### src/rtl/monitoreo_pkg.sv
// Shared types and defaults for the zone-scanning temperature monitor.
// Holds temperature width, scheduler states and default sizing.
package monitoreo_pkg;

    localparam int W_TEMP      = 11;
    localparam int N_ZONAS_DEF = 4;
    localparam int DWELL_DEF   = 8;

    typedef logic signed [W_TEMP-1:0] temp_t;

    typedef enum logic [1:0] {
        REPOSO,
        CONMUTA,
        ESPERA,
        CAPTURA
    } sched_estado_t;

endpackage

### src/rtl/arbitro_rr.sv
// Round-robin arbiter: grants the lowest requesting index strictly
// after the pointer, wrapping from N-1 back to 0.
module arbitro_rr #(
    parameter  int N  = 4,
    localparam int IW = $clog2(N)
) (
    input  logic [N-1:0]  req_i,
    input  logic [IW-1:0] ptr_i,
    output logic [IW-1:0] grant_o,
    output logic          valid_o
);

    // Scan offsets from farthest to nearest so the nearest request wins.
    always_comb begin
        grant_o = '0;
        valid_o = 1'b0;
        for (int k = N; k >= 1; k--) begin
            int idx;
            idx = (int'(ptr_i) + k) % N;
            if (req_i[IW'(idx)]) begin
                grant_o = IW'(idx);
                valid_o = 1'b1;
            end
        end
    end

endmodule

### src/rtl/planificador_zonas.sv
// Round-robin scheduler time-sharing one temperature monitor across zones.
// Selects a zone, clears the monitor, dwells, then captures its verdict.
module planificador_zonas #(
    parameter  int N_ZONAS = monitoreo_pkg::N_ZONAS_DEF,
    parameter  int DWELL   = monitoreo_pkg::DWELL_DEF,
    parameter  int W_TEMP  = monitoreo_pkg::W_TEMP,
    localparam int ZW      = $clog2(N_ZONAS),
    localparam int CW      = $clog2(DWELL)
) (
    input  logic                        clk,
    input  logic                        arst_n,
    input  logic                        habilitar,
    input  logic [N_ZONAS-1:0]          zona_req,
    input  logic [N_ZONAS*W_TEMP-1:0]   temp_zonas,
    input  logic [N_ZONAS-1:0]          clr_alertas,
    input  logic                        alerta_in,
    input  logic                        calefactor_in,
    input  logic                        ventilador_in,
    output logic signed [W_TEMP-1:0]    temp_sel,
    output logic                        monitor_rst_n,
    output logic [ZW-1:0]               zona_activa,
    output logic [N_ZONAS-1:0]          zona_ack,
    output logic [N_ZONAS-1:0]          alerta_zona,
    output logic [N_ZONAS-1:0]          calefactor_zona,
    output logic [N_ZONAS-1:0]          ventilador_zona,
    output logic                        ocupado
);

    import monitoreo_pkg::*;

    sched_estado_t              estado_q, estado_d;
    logic [ZW-1:0]              ptr_q, ptr_d;
    logic [ZW-1:0]              zona_q, zona_d;
    logic [CW-1:0]              cnt_q, cnt_d;
    logic signed [W_TEMP-1:0]   temp_q, temp_d;
    logic                       mrst_q, mrst_d;
    logic [N_ZONAS-1:0]         ack_q, ack_d;
    logic [N_ZONAS-1:0]         alerta_q, alerta_d;
    logic [N_ZONAS-1:0]         cal_q, cal_d;
    logic [N_ZONAS-1:0]         ven_q, ven_d;

    logic [N_ZONAS-1:0]         req_hab;
    logic [ZW-1:0]              gnt;
    logic                       gnt_v;
    logic signed [W_TEMP-1:0]   t_gnt;
    logic signed [W_TEMP-1:0]   t_act;

    assign req_hab = zona_req & {N_ZONAS{habilitar}};
    assign t_gnt   = temp_zonas[int'(gnt) * W_TEMP +: W_TEMP];
    assign t_act   = temp_zonas[int'(zona_q) * W_TEMP +: W_TEMP];

    arbitro_rr #(
        .N (N_ZONAS)
    ) u_arbitro (
        .req_i   (req_hab),
        .ptr_i   (ptr_q),
        .grant_o (gnt),
        .valid_o (gnt_v)
    );

    // Next-state and registered-output computation for the scan FSM.
    always_comb begin
        estado_d = estado_q;
        ptr_d    = ptr_q;
        zona_d   = zona_q;
        cnt_d    = cnt_q;
        temp_d   = temp_q;
        mrst_d   = mrst_q;
        ack_d    = '0;
        alerta_d = alerta_q & ~clr_alertas;
        cal_d    = cal_q;
        ven_d    = ven_q;
        unique case (estado_q)
            REPOSO: begin
                if (gnt_v) begin
                    estado_d = CONMUTA;
                    zona_d   = gnt;
                    ptr_d    = gnt;
                    temp_d   = t_gnt;
                    mrst_d   = 1'b0;
                end
            end
            CONMUTA: begin
                estado_d = ESPERA;
                mrst_d   = 1'b1;
                cnt_d    = CW'(DWELL - 1);
                temp_d   = t_act;
            end
            ESPERA: begin
                temp_d = t_act;
                if (cnt_q == '0) begin
                    estado_d      = CAPTURA;
                    ack_d[zona_q] = 1'b1;
                end else begin
                    cnt_d = cnt_q - 1'b1;
                end
            end
            CAPTURA: begin
                alerta_d[zona_q] = alerta_d[zona_q] | alerta_in;
                cal_d[zona_q]    = calefactor_in;
                ven_d[zona_q]    = ventilador_in;
                if (gnt_v) begin
                    estado_d = CONMUTA;
                    zona_d   = gnt;
                    ptr_d    = gnt;
                    temp_d   = t_gnt;
                    mrst_d   = 1'b0;
                end else begin
                    estado_d = REPOSO;
                end
            end
            default: estado_d = REPOSO;
        endcase
    end

    // State and output registers; reset holds the monitor cleared.
    always_ff @(posedge clk) begin
        if (!arst_n) begin
            estado_q <= REPOSO;
            ptr_q    <= ZW'(N_ZONAS - 1);
            zona_q   <= '0;
            cnt_q    <= '0;
            temp_q   <= '0;
            mrst_q   <= 1'b0;
            ack_q    <= '0;
            alerta_q <= '0;
            cal_q    <= '0;
            ven_q    <= '0;
        end else begin
            estado_q <= estado_d;
            ptr_q    <= ptr_d;
            zona_q   <= zona_d;
            cnt_q    <= cnt_d;
            temp_q   <= temp_d;
            mrst_q   <= mrst_d;
            ack_q    <= ack_d;
            alerta_q <= alerta_d;
            cal_q    <= cal_d;
            ven_q    <= ven_d;
        end
    end

    assign temp_sel        = temp_q;
    assign monitor_rst_n   = mrst_q;
    assign zona_activa     = zona_q;
    assign zona_ack        = ack_q;
    assign alerta_zona     = alerta_q;
    assign calefactor_zona = cal_q;
    assign ventilador_zona = ven_q;
    assign ocupado         = (estado_q != REPOSO);

endmodule

### config.mk
export PLATFORM = sky130hd
export DESIGN_NAME = planificador_zonas
export DESIGN_NICKNAME = d
export VERILOG_FILES = /design/src/rtl/monitoreo_pkg.sv /design/src/rtl/arbitro_rr.sv /design/src/rtl/planificador_zonas.sv
export SDC_FILE = /design/constraint.sdc
export NUM_CORES = 1
export LEC_CHECK = 0
export ABC_AREA = 1
export BUFFER_PORTS_ARGS = -buffer_cell sky130_fd_sc_hd__buf_4
export CAP_MARGIN = 20
export CORE_MARGIN = 4
export CORE_UTILIZATION = 45
export DETAILED_ROUTE_END_ITERATION = 8
export PLACE_DENSITY_LB_ADDON = 0.12
export SYNTH_ARGS = -nofsm -noshare
export SYNTH_HDL_FRONTEND = slang
export SYNTH_SLANG_ARGS = --single-unit
### constraint.sdc
create_clock -name clk -period 1.9 [get_ports clk]
set_clock_uncertainty 0.15 [all_clocks]
set_input_delay 0.095 -clock clk [delete_from_list [all_inputs] [get_ports clk]]
set_output_delay 0.095 -clock clk [all_outputs]
set_load 0.02 [all_outputs]
==> results list <==
- Together, buffers and inverters on the worst path number 5.
* Register-to-register setup slack: -0.17 ns
- The die is 80.1 um wide.
- The wire-length estimate of the detail-placed layout is 5000 um.
- Req. time, crit path: 1.95 ns
- Setup repair after global routing could not meet its margin everywhere.
* Avg Cell Area, Syn: 6.12 um2
* Peak supply drop: 1.14 mV
- Setup crit start kind: flip-flop
- Relative to the synthesized area, the layout overhead comes to 66.8%.
* Total wire length after detailed routing: 8130 um
- Number of antenna violations at the first check in global routing: 0
- Result of the run: finished with violations
- Worst r2r dst: temp_sel[2]$_SDFFE_PN0P_
- After synthesis, flip-flops and latches occupy 31.6% of the total area.
* Cell Count Post-Placement: 539
- In this run the worst setup path begins at ptr_q[0]$_SDFFE_PN1P_.
- Portion of total power attributed to the clock network: 7.9%
- After detailed routing, the average wire length per cell comes to 14.4 um.
- During synthesis, Yosys emitted a total of 0 warnings.
- TritonCTS Buffers: 5
- Type of the setup path with the least slack: reg2reg
- In this run the clock root is driven by a sky130_fd_sc_hd__clkbuf_8.
- In the final layout, the share of cells above drive strength 1 is 41.3%.
* Hold/Removal Path Class: in2reg
- Number of instances in the synthesized netlist: 383
* CP dominant cell by count: sky130_fd_sc_hd__nand2_2
* Final setup viols: 11
* Clock tree from TritonCTS: built
- Post-synthesis net count: 447
- At the end of the flow, the number of nets in the layout was 563.
* Number of global-route vias before repair: 2816
* Cells on Worst Hold Path: 6
* Sw Ratio: 49.5%
- For hold timing, the worst endpoint is alerta_zona[1]$_SDFF_PN0_.
* Number of levels the H-tree was split into: 2
- The first global-routing pass estimated 12200 um of wire.
* Combinational group share of total power: 75.5%
* Detailed-route via count: 2923
* Maximum number of pins on one net before global-route repair: 23
- Clock sinks: 37
* Effective utilization at floorplan: 48.0%
- Traced cell by cell, the critical path runs through buf_12 -> clkinv_8 -> nand3_4 -> nand2_4 -> nand2_2 -> and2_4 -> nand2_2 -> nand2_2 -> nand3_4 -> buf_6 -> buf_16 -> nand3_2 -> nand3_2 -> nand3_1 -> nand2_1 -> inv_1.
- STA classifies the critical path endpoint as a flip-flop.
- For the worst flop-to-flop path, the logic depth is 16.
- Max_slew headroom: 67.0%
* Cell area after technology mapping: 2340 um2
- Of all nets on the critical path, the largest fanout is 6.
- The final number of max-transition violations came to 0.
* Total global-route track usage: 24.1%
* Min Hold Slack: 0.0150 ns
- Worst flop-to-flop path startpoint: ptr_q[0]$_SDFFE_PN1P_
- Max-Cap Viols: 0
- Synthesis-stage register bit count: 37
- Measured slew at the worst slew-check pin: 0.494 ns
* Tmin final: 2.07 ns
- After detailed routing, the number of remaining DRC violations is 0.
* Biggest cell delay along the critical path: 0.37 ns
* Die area: 6420 um2
* First-pass detailed-route iteration total: 5
- Die Y-Extent: 80.1 um
* Final GP Congestion: 0.951
- Violations in the final reports: negative setup slack
* Placement row count: 25
* Layout filler cell count: 342
- At the worst endpoint, the arrival time is 2.12 ns.
* First DRT Iteration DRCs: 154
- Cell internal power was estimated by the tool at 3.61 mW.
- The analysis attributes to net switching a power of 3.54 mW.
- The total overflow left after global routing is 0.
- The final number of hold-violating endpoints is 0.
* Final worst-path cycle share: 109%
- In the final timing run, aggregate negative setup slack is -1.58 ns.
- Once routing completed, OpenROAD measured the worst setup slack at -0.173 ns.
- Start point of the worst min-delay path: clr_alertas[1]
* Non-filler instance count after layout: 566
* Cell family with most CP delay: simple AND/OR/NAND/NOR gates
* Cell with the biggest individual delay on the critical path: sky130_fd_sc_hd__dfxtp_4
- Number of distinct library cells after synthesis: 29
- Cells fill 80.1% of the core in the end.
- In this run the static leakage power is 2.16 nW.
- No sink is reached through more buffers than the 2 on the longest clock path.
* Area of the core: 4880 um2
* Antenna-violating nets left: 0
- Clock latency at the later pin of the worst-skew pair: 0.30 ns
* Top achievable clock speed: 482 MHz
- Input and output buffers added on the ports amount to 88.
- Average via count per standard cell: 5.16
- Boundary pin count: 89
- 0 antenna diodes ended up in the layout.
- Dividing total power by cell area gives a power density of 1830 nW/um2.
- After clock tree synthesis, the clock-pin slew on the worst setup and hold paths is 0.07 ns.
- Per report_power, the sequential group accounts for 16.5% of the total.
[metal layers]
layer	wire [um]	GRT usage, %
met2	4160	42.8
met1	3180	27.5
met3	605	6.05
met5	0	0
met4	188	9.46
[layout make-up]
class                      instances  area, um2  area share, %
tap                               67       83.8           2.15
timing repair buffer             122       1060           27.1
multi-input combinational        235       1550           39.6
inverter                          98        385           9.87
clock buffer                       7       86.3           2.21
sequential                        37        746           19.1
[synth_stat cells, drive strengths merged]
| cell | count | area share [%] |
|---|---|---|
| a21oi | 17 | 3.6 |
| a31oi | 2 | 0.53 |
| and2 | 1 | 0.37 |
| buf | 7 | 2.5 |
| clkbuf | 8 | 1.3 |
| dfxtp | 37 | 32 |
| ha | 6 | 3.2 |
| inv | 98 | 16 |
| nand2 | 85 | 14 |
| nand3 | 70 | 16 |
| nand3b | 1 | 0.32 |
| nor2 | 18 | 2.9 |
| nor3 | 2 | 0.64 |
| o211ai | 1 | 0.32 |
| o21ai | 25 | 5.5 |
| o21bai | 1 | 0.32 |
| o221ai | 1 | 0.37 |
| o22ai | 1 | 0.27 |
| xnor2 | 1 | 0.37 |
| xor2 | 1 | 0.37 |
[cell families (layout without fill, tap and decap cells)]
family / count (synthesis) / in the layout / share of synthesized area [%]
simple gates: 177 / 179 / 34.0
buf+inv: 113 / 227 / 19.5
flops: 37 / 37 / 31.6
compound gates: 48 / 48 / 11.0
xor+xnor: 2 / 2 / 0.748
fa+ha+maj: 6 / 6 / 3.21
[cells in the final DEF, fill, tap and decap left out, types with 2 or more instances in the layout]
cell type,count
sky130_fd_sc_hd__nand2_1,54
sky130_fd_sc_hd__clkbuf_8,6
sky130_fd_sc_hd__nor2_1,17
sky130_fd_sc_hd__a21oi_2,2
sky130_fd_sc_hd__inv_1,92
sky130_fd_sc_hd__nand2_2,22
sky130_fd_sc_hd__a31oi_1,2
sky130_fd_sc_hd__buf_12,2
sky130_fd_sc_hd__nand2_8,3
sky130_fd_sc_hd__inv_2,4
sky130_fd_sc_hd__nand3_2,25
sky130_fd_sc_hd__clkbuf_16,2
sky130_fd_sc_hd__buf_16,2
sky130_fd_sc_hd__dfxtp_1,35
sky130_fd_sc_hd__o21ai_0,17
sky130_fd_sc_hd__ha_1,6
sky130_fd_sc_hd__nand2_4,8
sky130_fd_sc_hd__nand3_1,40
sky130_fd_sc_hd__buf_4,105
sky130_fd_sc_hd__dlygate4sd3_1,3
sky130_fd_sc_hd__a21oi_1,15
sky130_fd_sc_hd__buf_6,7
sky130_fd_sc_hd__o21ai_1,6
sky130_fd_sc_hd__nand3_4,5
[power groups by stage]
stage,logic (mW),clock network [mW],registers [mW]
global placement,3.41,0,1.15
finish,5.40,0.568,1.18
detailed placement,3.46,0,1.15
CTS,4.41,0.567,1.16
global route,5.81,0.602,1.20
floorplan,2.32,0,1.29
[flip-flops by register name, indices dropped and copies added (netlist names)]
signal	cells
alerta_zona	4
calefactor_zona	4
cnt_q	3
estado_q	2
monitor_rst_n	1
ptr_q	2
temp_sel	11
ventilador_zona	4
zona_ack	4
zona_activa	2
[worst max-delay path by stage]
| stage | end | depth (start not counted) |
|---|---|---|
| 2_1_floorplan | temp_sel[10]$_SDFFE_PN0P_ | 9 |
| 3_3_place_gp | temp_sel[7]$_SDFFE_PN0P_ | 15 |
| 3_5_place_dp | temp_sel[7]$_SDFFE_PN0P_ | 13 |
| 4_1_cts | temp_sel[4]$_SDFFE_PN0P_ | 16 |
| 5_1_grt | temp_sel[1]$_SDFFE_PN0P_ | 17 |
| 6_report | temp_sel[2]$_SDFFE_PN0P_ | 16 |
[repair_timing]
| action | CTS | global route |
|---|---|---|
| gates cloned | 5 | 2 |
| endpoints found under the hold margin | 7 | 0 |
| buffers inserted | 8 | 5 |
| hold buffers | 3 | 0 |
| setup endpoints to repair | 11 | 17 |
| gates resized for setup | 43 | 72 |
| pin swaps | 16 | 29 |
[per-stage QoR]
step / power [mW] / setup slack (ns) / cell area, um2
final: 7.15 / -0.173 / 3910
after global routing: 7.61 / -0.281 / 3910
after CTS: 6.14 / -0.0647 / 3590
after detailed placement: 4.61 / -0.104 / 3160
after global placement: 4.56 / -0.0706 / 3160
after floorplan: 3.60 / 0.0660 / 2340
[worst reg2reg max path: stages, from the launching register on]
cell,delay [ns]
sky130_fd_sc_hd__dfxtp_4,0.37
sky130_fd_sc_hd__buf_12,0.15
sky130_fd_sc_hd__clkinv_8,0.06
sky130_fd_sc_hd__nand3_4,0.06
sky130_fd_sc_hd__nand2_4,0.09
sky130_fd_sc_hd__nand2_2,0.06
sky130_fd_sc_hd__and2_4,0.17
sky130_fd_sc_hd__nand2_2,0.07
sky130_fd_sc_hd__nand2_2,0.06
sky130_fd_sc_hd__nand3_4,0.12
sky130_fd_sc_hd__buf_6,0.15
sky130_fd_sc_hd__buf_16,0.13
sky130_fd_sc_hd__nand3_2,0.07
sky130_fd_sc_hd__nand3_2,0.06
sky130_fd_sc_hd__nand3_1,0.07
sky130_fd_sc_hd__nand2_1,0.08
sky130_fd_sc_hd__inv_1,0.04
Power figures use the tool's default switching activity.
